### config.mk
export PLATFORM = sky130hd
export DESIGN_NAME = pwm_multi
export DESIGN_NICKNAME = d
export VERILOG_FILES = /design/src/rtl/pwm_pkg.sv /design/src/rtl/pwm_channel.sv /design/src/rtl/pwm_multi.sv
export SDC_FILE = /design/constraint.sdc
export NUM_CORES = 1
export LEC_CHECK = 0
export ABC_CLOCK_PERIOD_IN_PS = 2400
export BUFFER_PORTS_ARGS = -buffer_cell sky130_fd_sc_hd__buf_2
export CORE_UTILIZATION = 52
export CTS_CLUSTER_DIAMETER = 40
export DETAILED_ROUTE_END_ITERATION = 10
export HOLD_SLACK_MARGIN = 0.12
export PLACE_DENSITY = 0.73
export SLEW_MARGIN = 20
export SYNTH_ARGS = -nofsm -noshare
export SYNTH_HDL_FRONTEND = slang
export SYNTH_SLANG_ARGS = --single-unit
### constraint.sdc
create_clock -name clk -period 2.4 [get_ports clk]
set_input_delay 0.12 -clock clk [delete_from_list [all_inputs] [get_ports clk]]
set_output_delay 0.12 -clock clk [all_outputs]
set_load 0.1 [all_outputs]
### src/rtl/pwm_pkg.sv
// Shared constants and helpers for the multi-channel PWM generator.
// Module-specific widths are derived from these helpers inside each module.
package pwm_pkg;

    localparam int DEF_CHANNELS = 8;
    localparam int DEF_RES_BITS = 4;
    localparam int PERIOD       = 1 << DEF_RES_BITS;
    localparam int MAX_DUTY     = PERIOD;

    function automatic int clog2(input int value);
        int r;
        r = 0;
        while ((1 << r) < value) r++;
        return r;
    endfunction

    // Width needed to index n items, never less than one bit.
    function automatic int bits(input int n);
        return (clog2(n) < 1) ? 1 : clog2(n);
    endfunction

    function automatic int period(input int res_bits);
        return 1 << res_bits;
    endfunction

    function automatic int off(input int c, input int channels, input int res_bits,
                               input int stagger);
        return (stagger != 0) ? (c * period(res_bits)) / channels : 0;
    endfunction

endpackage

### src/rtl/pwm_channel.sv
// One PWM channel: saturating shadow duty, period-aligned active duty and
// a registered compare against the phase-shifted shared counter.
module pwm_channel
    import pwm_pkg::*;
#(
    parameter int RES_BITS = 4,
    parameter int OFFSET   = 0
) (
    input  logic                clk,
    input  logic                reset,
    input  logic                en,
    input  logic                wr,
    input  logic [RES_BITS:0]   wr_duty,
    input  logic                wrap,
    input  logic [RES_BITS-1:0] cnt,
    output logic                pwm
);

    localparam logic [RES_BITS:0]   MAX = (RES_BITS + 1)'(period(RES_BITS));
    localparam logic [RES_BITS-1:0] OFF = RES_BITS'(OFFSET);

    logic [RES_BITS:0]   shadow_q;
    logic [RES_BITS:0]   active_q;
    logic [RES_BITS-1:0] pos;

    // Modular add: the counter width gives the wrap for free.
    assign pos = cnt + OFF;

    always_ff @(posedge clk or posedge reset) begin
        if (reset) begin
            shadow_q <= '0;
            active_q <= '0;
            pwm      <= 1'b0;
        end else begin
            if (wr) shadow_q <= (wr_duty > MAX) ? MAX : wr_duty;
            // Non-blocking: a write on the wrap edge lands one period later.
            if (wrap) active_q <= shadow_q;
            pwm <= en && ({1'b0, pos} < active_q);
        end
    end

endmodule

### src/rtl/pwm_multi.sv
// Multi-channel PWM top: shared prescaler and period counter, write decode,
// and one pwm_channel per output.
module pwm_multi
    import pwm_pkg::*;
#(
    parameter  int CHANNELS = 8,
    parameter  int RES_BITS = 4,
    parameter  int DIV      = 1,
    parameter  int STAGGER  = 0,
    localparam int CH_W     = bits(CHANNELS)
) (
    input  logic                clk,
    input  logic                reset,
    input  logic                en,
    input  logic                wr_en,
    input  logic [CH_W-1:0]     wr_ch,
    input  logic [RES_BITS:0]   wr_duty,
    output logic [CHANNELS-1:0] pwm_out,
    output logic                period_start
);

    localparam int            PW       = bits(DIV);
    localparam logic [PW-1:0] PRE_LAST = PW'(DIV - 1);

    logic [PW-1:0]       presc_q;
    logic [RES_BITS-1:0] cnt_q;
    logic                tick;
    logic                wrap;
    logic [CHANNELS-1:0] wr_sel;

    assign tick = en && (presc_q == PRE_LAST);
    assign wrap = tick && (cnt_q == '1);

    always_ff @(posedge clk or posedge reset) begin
        if (reset) begin
            presc_q      <= '0;
            cnt_q        <= '0;
            period_start <= 1'b0;
        end else begin
            if (en) presc_q <= tick ? '0 : presc_q + 1'b1;
            if (tick) cnt_q <= cnt_q + 1'b1;
            period_start <= wrap;
        end
    end

    // Addresses at or above CHANNELS match no channel and are dropped.
    always_comb begin
        wr_sel = '0;
        for (int c = 0; c < CHANNELS; c++) begin
            if (wr_en && (wr_ch == CH_W'(c))) wr_sel[c] = 1'b1;
        end
    end

    for (genvar c = 0; c < CHANNELS; c++) begin : g_ch
        pwm_channel #(
            .RES_BITS(RES_BITS),
            .OFFSET  (off(c, CHANNELS, RES_BITS, STAGGER))
        ) u_ch (
            .clk    (clk),
            .reset  (reset),
            .en     (en),
            .wr     (wr_sel[c]),
            .wr_duty(wr_duty),
            .wrap   (wrap),
            .cnt    (cnt_q),
            .pwm    (pwm_out[c])
        );
    end

endmodule

==> flow_summary.toml, run 1 <==
[final_layout]
antenna_cells = 0
area_growth_pct = 6.901
nets = 415
fin_util = 0.5756
regArea_um2 = 2352
final_area_um2 = 4730
drive_gt1_frac = 0.2402
nFillCells = 677
multi_input_area_um2 = 1713

[logic_synthesis]
ys.flop_type = "dfrtp_1"
ys_types = 24
async_reset_ff_frac = 1.000
syn_area_per_cell_um2 = 12.15
ys_seq_area_frac = 0.5317
ys_ff_latch = 94
yosysWarnings = 0
synth_area_leaders = "dfrtp_1 (53%), mux2_4 (14%), ha_1 (7.1%), o21ai_0 (5.4%), inv_1 (3.5%)"
synth_xor_area_frac = 0.005939
synthAdderAreaFrac = 0.07070
syn_area_um2 = 4424
yosys-top-cells-count = "dfrtp_1 (94), o21ai_0 (48), inv_1 (41), nand2_1 (41), mux2_4 (40)"
synthSimpleGateAreaFrac = 0.07692
synth_edf_count = 0
post-synth-top-area-fraction = 0.5317
synth_top_area_cell = "dfrtp_1"
synthCells = 364
synth_compound_area_frac = 0.07466
yosysMostFrequentCell = "dfrtp_1"
muxShareOfSynthArea = 0.1587
synthesis.nets = 401
synth_top_family_by_area = "multiplexers"

[clocking]
cts_setup_buffers = 0
clk_root_buffer_cell = "clkbuf_8"
insertion_delay_ns = 0.36
cts_made_buffers = 9
path_clk_slew_ns = 0.09
cts.sinks = 94
cts_tree = "done"
hold_buffers = 2
postCtsResizedCells = 0
htree_levels = 3
clock_path_buffers = 2

[placed_design]
gp_congestion = 0.7740
io_buffers = 20
hpwl_um = 4903
dpl_cell_area_um2 = 4509

[sta]
timing.setup.tns_ns = 0
finalCriticalPeriod_ns = 1.851
skew_ns = 0.01214
worst_pin_slew_ns = 0.4862
timing.final.crit_share = 0.7712
report.final.slew_viol_count = 0
relSlewSlack = 0.6758
rsz0062_at_grt = "no"
timing.fmax_mhz = 540.3
setup_viol = 0
hold_violations = 0

[power]
p_seq_frac = 0.433
powerDensity_nw_per_um2 = 1189
power_frac_comb = 0.379
netSwitchingFraction = 0.3657
p_leak_nw = 2.239
p_sw_mw = 2.056
vdd_drop_max_mv = 0.5054
power_frac_clock = 0.187
p_int_mw = 3.566

[detailed_routing]
routed_wirelength_um = 7575
dr.max_layer_used = "met4"
routed-wl-met2_um = 3418
drt_first_pass_iters = 4
ant_nets = 0
vias = 2538
drt_iter0_drc = 130
via_per_inst = 5.201
wl_met1_um = 3756
detail_route.wl_per_cell_um = 15.52
met3_length_um = 183
drc = 0

[floorplanning]
core_um2 = 8217
placementRows = 33
start_util = 0.5384
die_y_um = 94.24
die_area_um2 = 8881
ios = 21
die_x_um = 94.24

[worst_setup_path]
critical_path_buf_inv_count = 1
worstSetupPathType = "register to register"
cp_slowest_cell = "dfrtp_1"
crit_path_end_kind = "register"
cp_top_family = "flip-flops"
slowest_delay_ns = 0.62
crit_required_ns = 2.64
cp_data_arrival_time_ns = 2.09
cp-start-kind = "register"
crit_chain = "ha_1 -> and4_2 -> buf_12 -> mux2_4"
cp_max_fo = 31
startpoint = "cnt_q[1]$_DFFE_PP0P_"
rr_startpoint = "cnt_q[1]$_DFFE_PP0P_"
r2r_slack_ns = 0.55

[global_routing]
grt_pass1_wl_um = 12320
grt-ovfl-total = 0
grt_max_degree = 95
grt_pass1_vias = 2422
grt_usage = 0.1906
grt_antenna_before_repair = 0

[outcome]
outcome = "completed"

[worst_hold_path]
hp-start = "wr_ch[1]"
hp-class = "input pin to register"

[flow_run]
maxCapViolCount = 0
[power by group through the flow]
stage,Sequential (mW),Clock [mW],Combinational (mW)
2_1_floorplan,2.37,0,1.86
3_3_place_gp,2.45,0,2.04
3_5_place_dp,2.47,0,2.14
4_1_cts,2.44,1.08,2.16
5_1_grt,2.51,1.14,2.40
6_report,2.44,1.05,2.13
[final cells by class]
| class | count | share of cell area |
|---|---|---|
| flip-flops and latches | 94 | 0.4974 |
| multi-input cells | 206 | 0.3622 |
| repair buffers | 26 | 0.03704 |
| inverters | 41 | 0.03333 |
| clock buffers | 11 | 0.02989 |
| well taps | 105 | 0.02778 |
| clock inverters | 5 | 0.01243 |
[worst reg2reg max path, delay by kind of cell (launching register included)]
family	cells	cell delay (ns)
buffers and inverters	1	0.25
adders and majority gates	1	0.25
muxes	1	0.35
DFF	1	0.62
and+or+nand+nor	1	0.27
[cells by family (layout without fill, tap and decap cells)]
group / count (synthesis) / in the layout
DFF: 94 / 94
and+or+nand+nor: 65 / 65
AOI/OAI and AO/OA: 64 / 64
buffers and inverters: 64 / 83
muxes: 49 / 49
adders and majority gates: 25 / 25
xor gates and xnor gates: 3 / 3
[routing by layer]
metal / global-route usage / vias to the layer above
met3: 0.03155 / 16
met5: 0 / -
met4: 0.1026 / 0
met1: 0.2676 / 1243
li1: - / 1242
met2: 0.2820 / 37
[layout by cell type, fill, tap and decap left out, types with 2 or more instances in the layout]
master,instances
a21oi_1,8
a31oi_1,8
buf_12,2
buf_2,20
buf_4,2
clkbuf_8,10
clkinvlp_4,3
dfrtp_1,94
dlygate4sd3_1,2
ha_1,25
inv_1,40
mux2_2,9
mux2_4,40
nand2_1,41
nand2b_1,4
nand4_1,2
nand4b_1,3
nand4bb_1,3
nor2b_1,9
o21ai_0,48
xnor2_1,2
[registers in the layout (all words and copies together), names as in the netlist]
signal	count
g_ch.u_ch.shadow_q	40
presc_q	1
g_ch.u_ch.active_q	40
period_start	1
g_ch.u_ch.pwm	8
cnt_q	4
[path summary, 6_finish.rpt]
path                                                         to  depth (start not counted)
max in group asynchronous  g_ch[7].u_ch.active_q[1]$_DFFE_PP0P_                          4
hold / removal             g_ch[0].u_ch.shadow_q[2]$_DFFE_PP0P_                          3
setup / recovery           g_ch[5].u_ch.active_q[2]$_DFFE_PP0P_                          4
setup reg to reg           g_ch[5].u_ch.active_q[2]$_DFFE_PP0P_                          4
hold reg to reg            g_ch[0].u_ch.shadow_q[1]$_DFFE_PP0P_                          2
min in group asynchronous            g_ch[6].u_ch.pwm$_DFF_PP0_                          4
[through the flow]
stage / power, mW / instances / worst slack (ns) / hold slack (ns)
after global routing: 6.046 / 488 / 0.4535 / 0.2675
after detailed placement: 4.608 / 470 / 0.5754 / 0.3047
after CTS: 5.680 / 488 / 0.5660 / 0.2260
after floorplan: 4.225 / 364 / 0.8068 / 0.1856
after global placement: 4.487 / 470 / 0.6129 / 0.2970
final: 5.622 / 488 / 0.5491 / 0.2519
(Power assumes the default switching activity.)
==> run 2, diff against run 1 <==
ABC_CLOCK_PERIOD_IN_PS = 1650   (was 2400)
clock period = 1.65 ns   (was 2.4 ns; I/O delays follow)
==> run 2 against run 1 <==
Compared with the run above: first-iteration DRC count decreased by 33%; die area is the same; clock power is 46% higher; total power increased by 48%; non-clock buffer count increased by 9; fmax increased by 20%; critical path depth unchanged; count of clock-buffer cells in the layout stayed put; design area grew 2.6%; highest routed layer unchanged.
==> flow_summary.toml, run 2 (synthesis gave the netlist of run 1 again) <==
[clocking]
clock_path_buffers = 2
cts.sinks = 94
path_clk_slew_ns = 0.09
htree_levels = 3
cts_tree = "done"
insertion_delay_ns = 0.36
clk_root_buffer_cell = "clkbuf_8"
cts_made_buffers = 9

[worst_hold_path]
hp-class = "input pin to register"
holdPathStages = 3
worstHoldEndpoint = "g_ch[0].u_ch.shadow_q[2]$_DFFE_PP0P_"
hp-start = "wr_ch[2]"

[placed_design]
gp_congestion = 0.8180
hpwl_um = 5284
pre_cts_slack_ns = 0.05874
io_buffers = 20
dp.cells = 478

[outcome]
outcome = "completed"

[sta]
timing.final.crit_share = 0.9376
report.final.slew_viol_count = 0
rsz0062_at_grt = "no"
skew_ns = 0.009239
timing.setup.tns_ns = 0
setup_viol = 0
relSlewSlack = 0.5769
worst_slack_ns = 0.1030
timing.fmax_mhz = 646.4
finalCriticalPeriod_ns = 1.547
hold_violations = 0
worst_pin_slew_ns = 0.6333

[global_routing]
grt_max_degree = 27
grt_antenna_before_repair = 0
grt-ovfl-total = 0
grt_pass1_vias = 2505
grt_pass1_wl_um = 12570
grt_usage = 0.1954

[floorplanning]
die_area_um2 = 8881
placementRows = 33
ios = 21
start_util = 0.5384
die_y_um = 94.24
die_x_um = 94.24
core_um2 = 8217

[power]
p_leak_nw = 2.301
powerDensity_nw_per_um2 = 1712
p_total_mw = 8.308
vdd_drop_max_mv = 1.002

[worst_setup_path]
cp_top_family = "simple AND/OR/NAND/NOR gates"
cp-start-kind = "register"
cp_slowest_cell = "dfrtp_1"
critical_path_buf_inv_count = 1
r2r_slack_ns = 0.10
slowest_delay_ns = 0.38
rr_startpoint = "presc_q$_DFFE_PP0P_"
cp_max_fo = 15
cp_data_arrival_time_ns = 1.79
crit_chain = "and2b_4 -> and4_4 -> buf_12 -> mux2_2"
worstSetupPathType = "register to register"
crit-reg2reg-capture = "g_ch[3].u_ch.active_q[3]$_DFFE_PP0P_"
reg2reg_depth = 4
crit_required_ns = 1.90
crit_path_end_kind = "register"

[detailed_routing]
detail_route.wl_per_cell_um = 15.67
routed_wirelength_um = 7790
drt_iter0_drc = 87
drc = 0
drt_first_pass_iters = 4
via_per_inst = 5.107
vias = 2538
ant_nets = 0

[flow_run]
maxCapViolCount = 0

[final_layout]
final_common_cell = "dfrtp_1"
nets = 424
area_growth_pct = 9.700
antenna_cells = 0
finalNonFillerCells = 497
mostFrequentLayoutCells = "dfrtp_1 (94), o21ai_0 (48), nand2_1 (41)"
drive_gt1_frac = 0.2577
reg_top3 = "g_ch.u_ch.active_q (40), g_ch.u_ch.shadow_q (40), g_ch.u_ch.pwm (8)"
-- run 2: what timing repair did --
action | 4_1_cts | 5_1_grt
setup endpoints to repair | 0 | 10
resized for setup | 0 | 1
hold endpoints to repair | 23 | 0
hold buffers | 2 | 0
buffers inserted | 0 | 0
-- run 2: worst max-delay path by stage --
stage | cells past startpoint | end | slack [ns] | startpoint
2_1_floorplan | 5 | g_ch[0].u_ch.active_q[0]$_DFFE_PP0P_ | 0.06 | cnt_q[1]$_DFFE_PP0P_
3_3_place_gp | 4 | g_ch[7].u_ch.active_q[3]$_DFFE_PP0P_ | 0.09 | presc_q$_DFFE_PP0P_
3_5_place_dp | 4 | g_ch[4].u_ch.active_q[1]$_DFFE_PP0P_ | 0.06 | presc_q$_DFFE_PP0P_
4_1_cts | 4 | g_ch[7].u_ch.active_q[0]$_DFFE_PP0P_ | 0.03 | presc_q$_DFFE_PP0P_
5_1_grt | 4 | g_ch[6].u_ch.active_q[0]$_DFFE_PP0P_ | 0.06 | presc_q$_DFFE_PP0P_
6_report | 4 | g_ch[3].u_ch.active_q[3]$_DFFE_PP0P_ | 0.10 | presc_q$_DFFE_PP0P_
-- run 2: tightest hold or removal path: cells and delay by family --
kind,cells,cell delay [ns]
AOI/OAI and AO/OA,1,0.08
buffers and inverters,1,0.16
and+or+nand+nor,1,0.19
-- run 2: where the power goes --
part	switching (mW)	leakage [nW]	total, mW	internal [mW]
logic	1.83	0.976	3.34	1.52
registers	0.404	1.23	3.44	3.03
clock network	0.786	0.0955	1.53	0.742
total	3.01	2.30	8.31	5.29
-- run 2: stage by stage --
stage                     instance area [µm²]    util  hold WS, ns
after global routing                     4853  0.5907       0.2037
after global placement                   4607  0.5607       0.1997
after detailed placement                 4607  0.5607       0.1969
after CTS                                4827  0.5875       0.1763
final                                    4853  0.5907       0.1915
after floorplan                          4428       -       0.1481
-- run 2: per-layer routing --
metal,GRT usage,up-vias,wire (µm)
met5,0,-,0
met3,0.03398,15,168
met1,0.2602,1233,3788
met2,0.3140,30,3648
met4,0.08333,0,184
li1,-,1260,-
-- run 2: area by class of cell --
class / instances / area, µm²
Timing Repair Buffer: 35 / 297.8
Inverter: 41 / 157.7
Tap cell: 105 / 131.4
Clock inverter: 5 / 58.81
Fill cell: 677 / 3363
Multi-Input combinational cell: 206 / 1714
Sequential cell: 94 / 2352
Clock buffer: 11 / 141.4
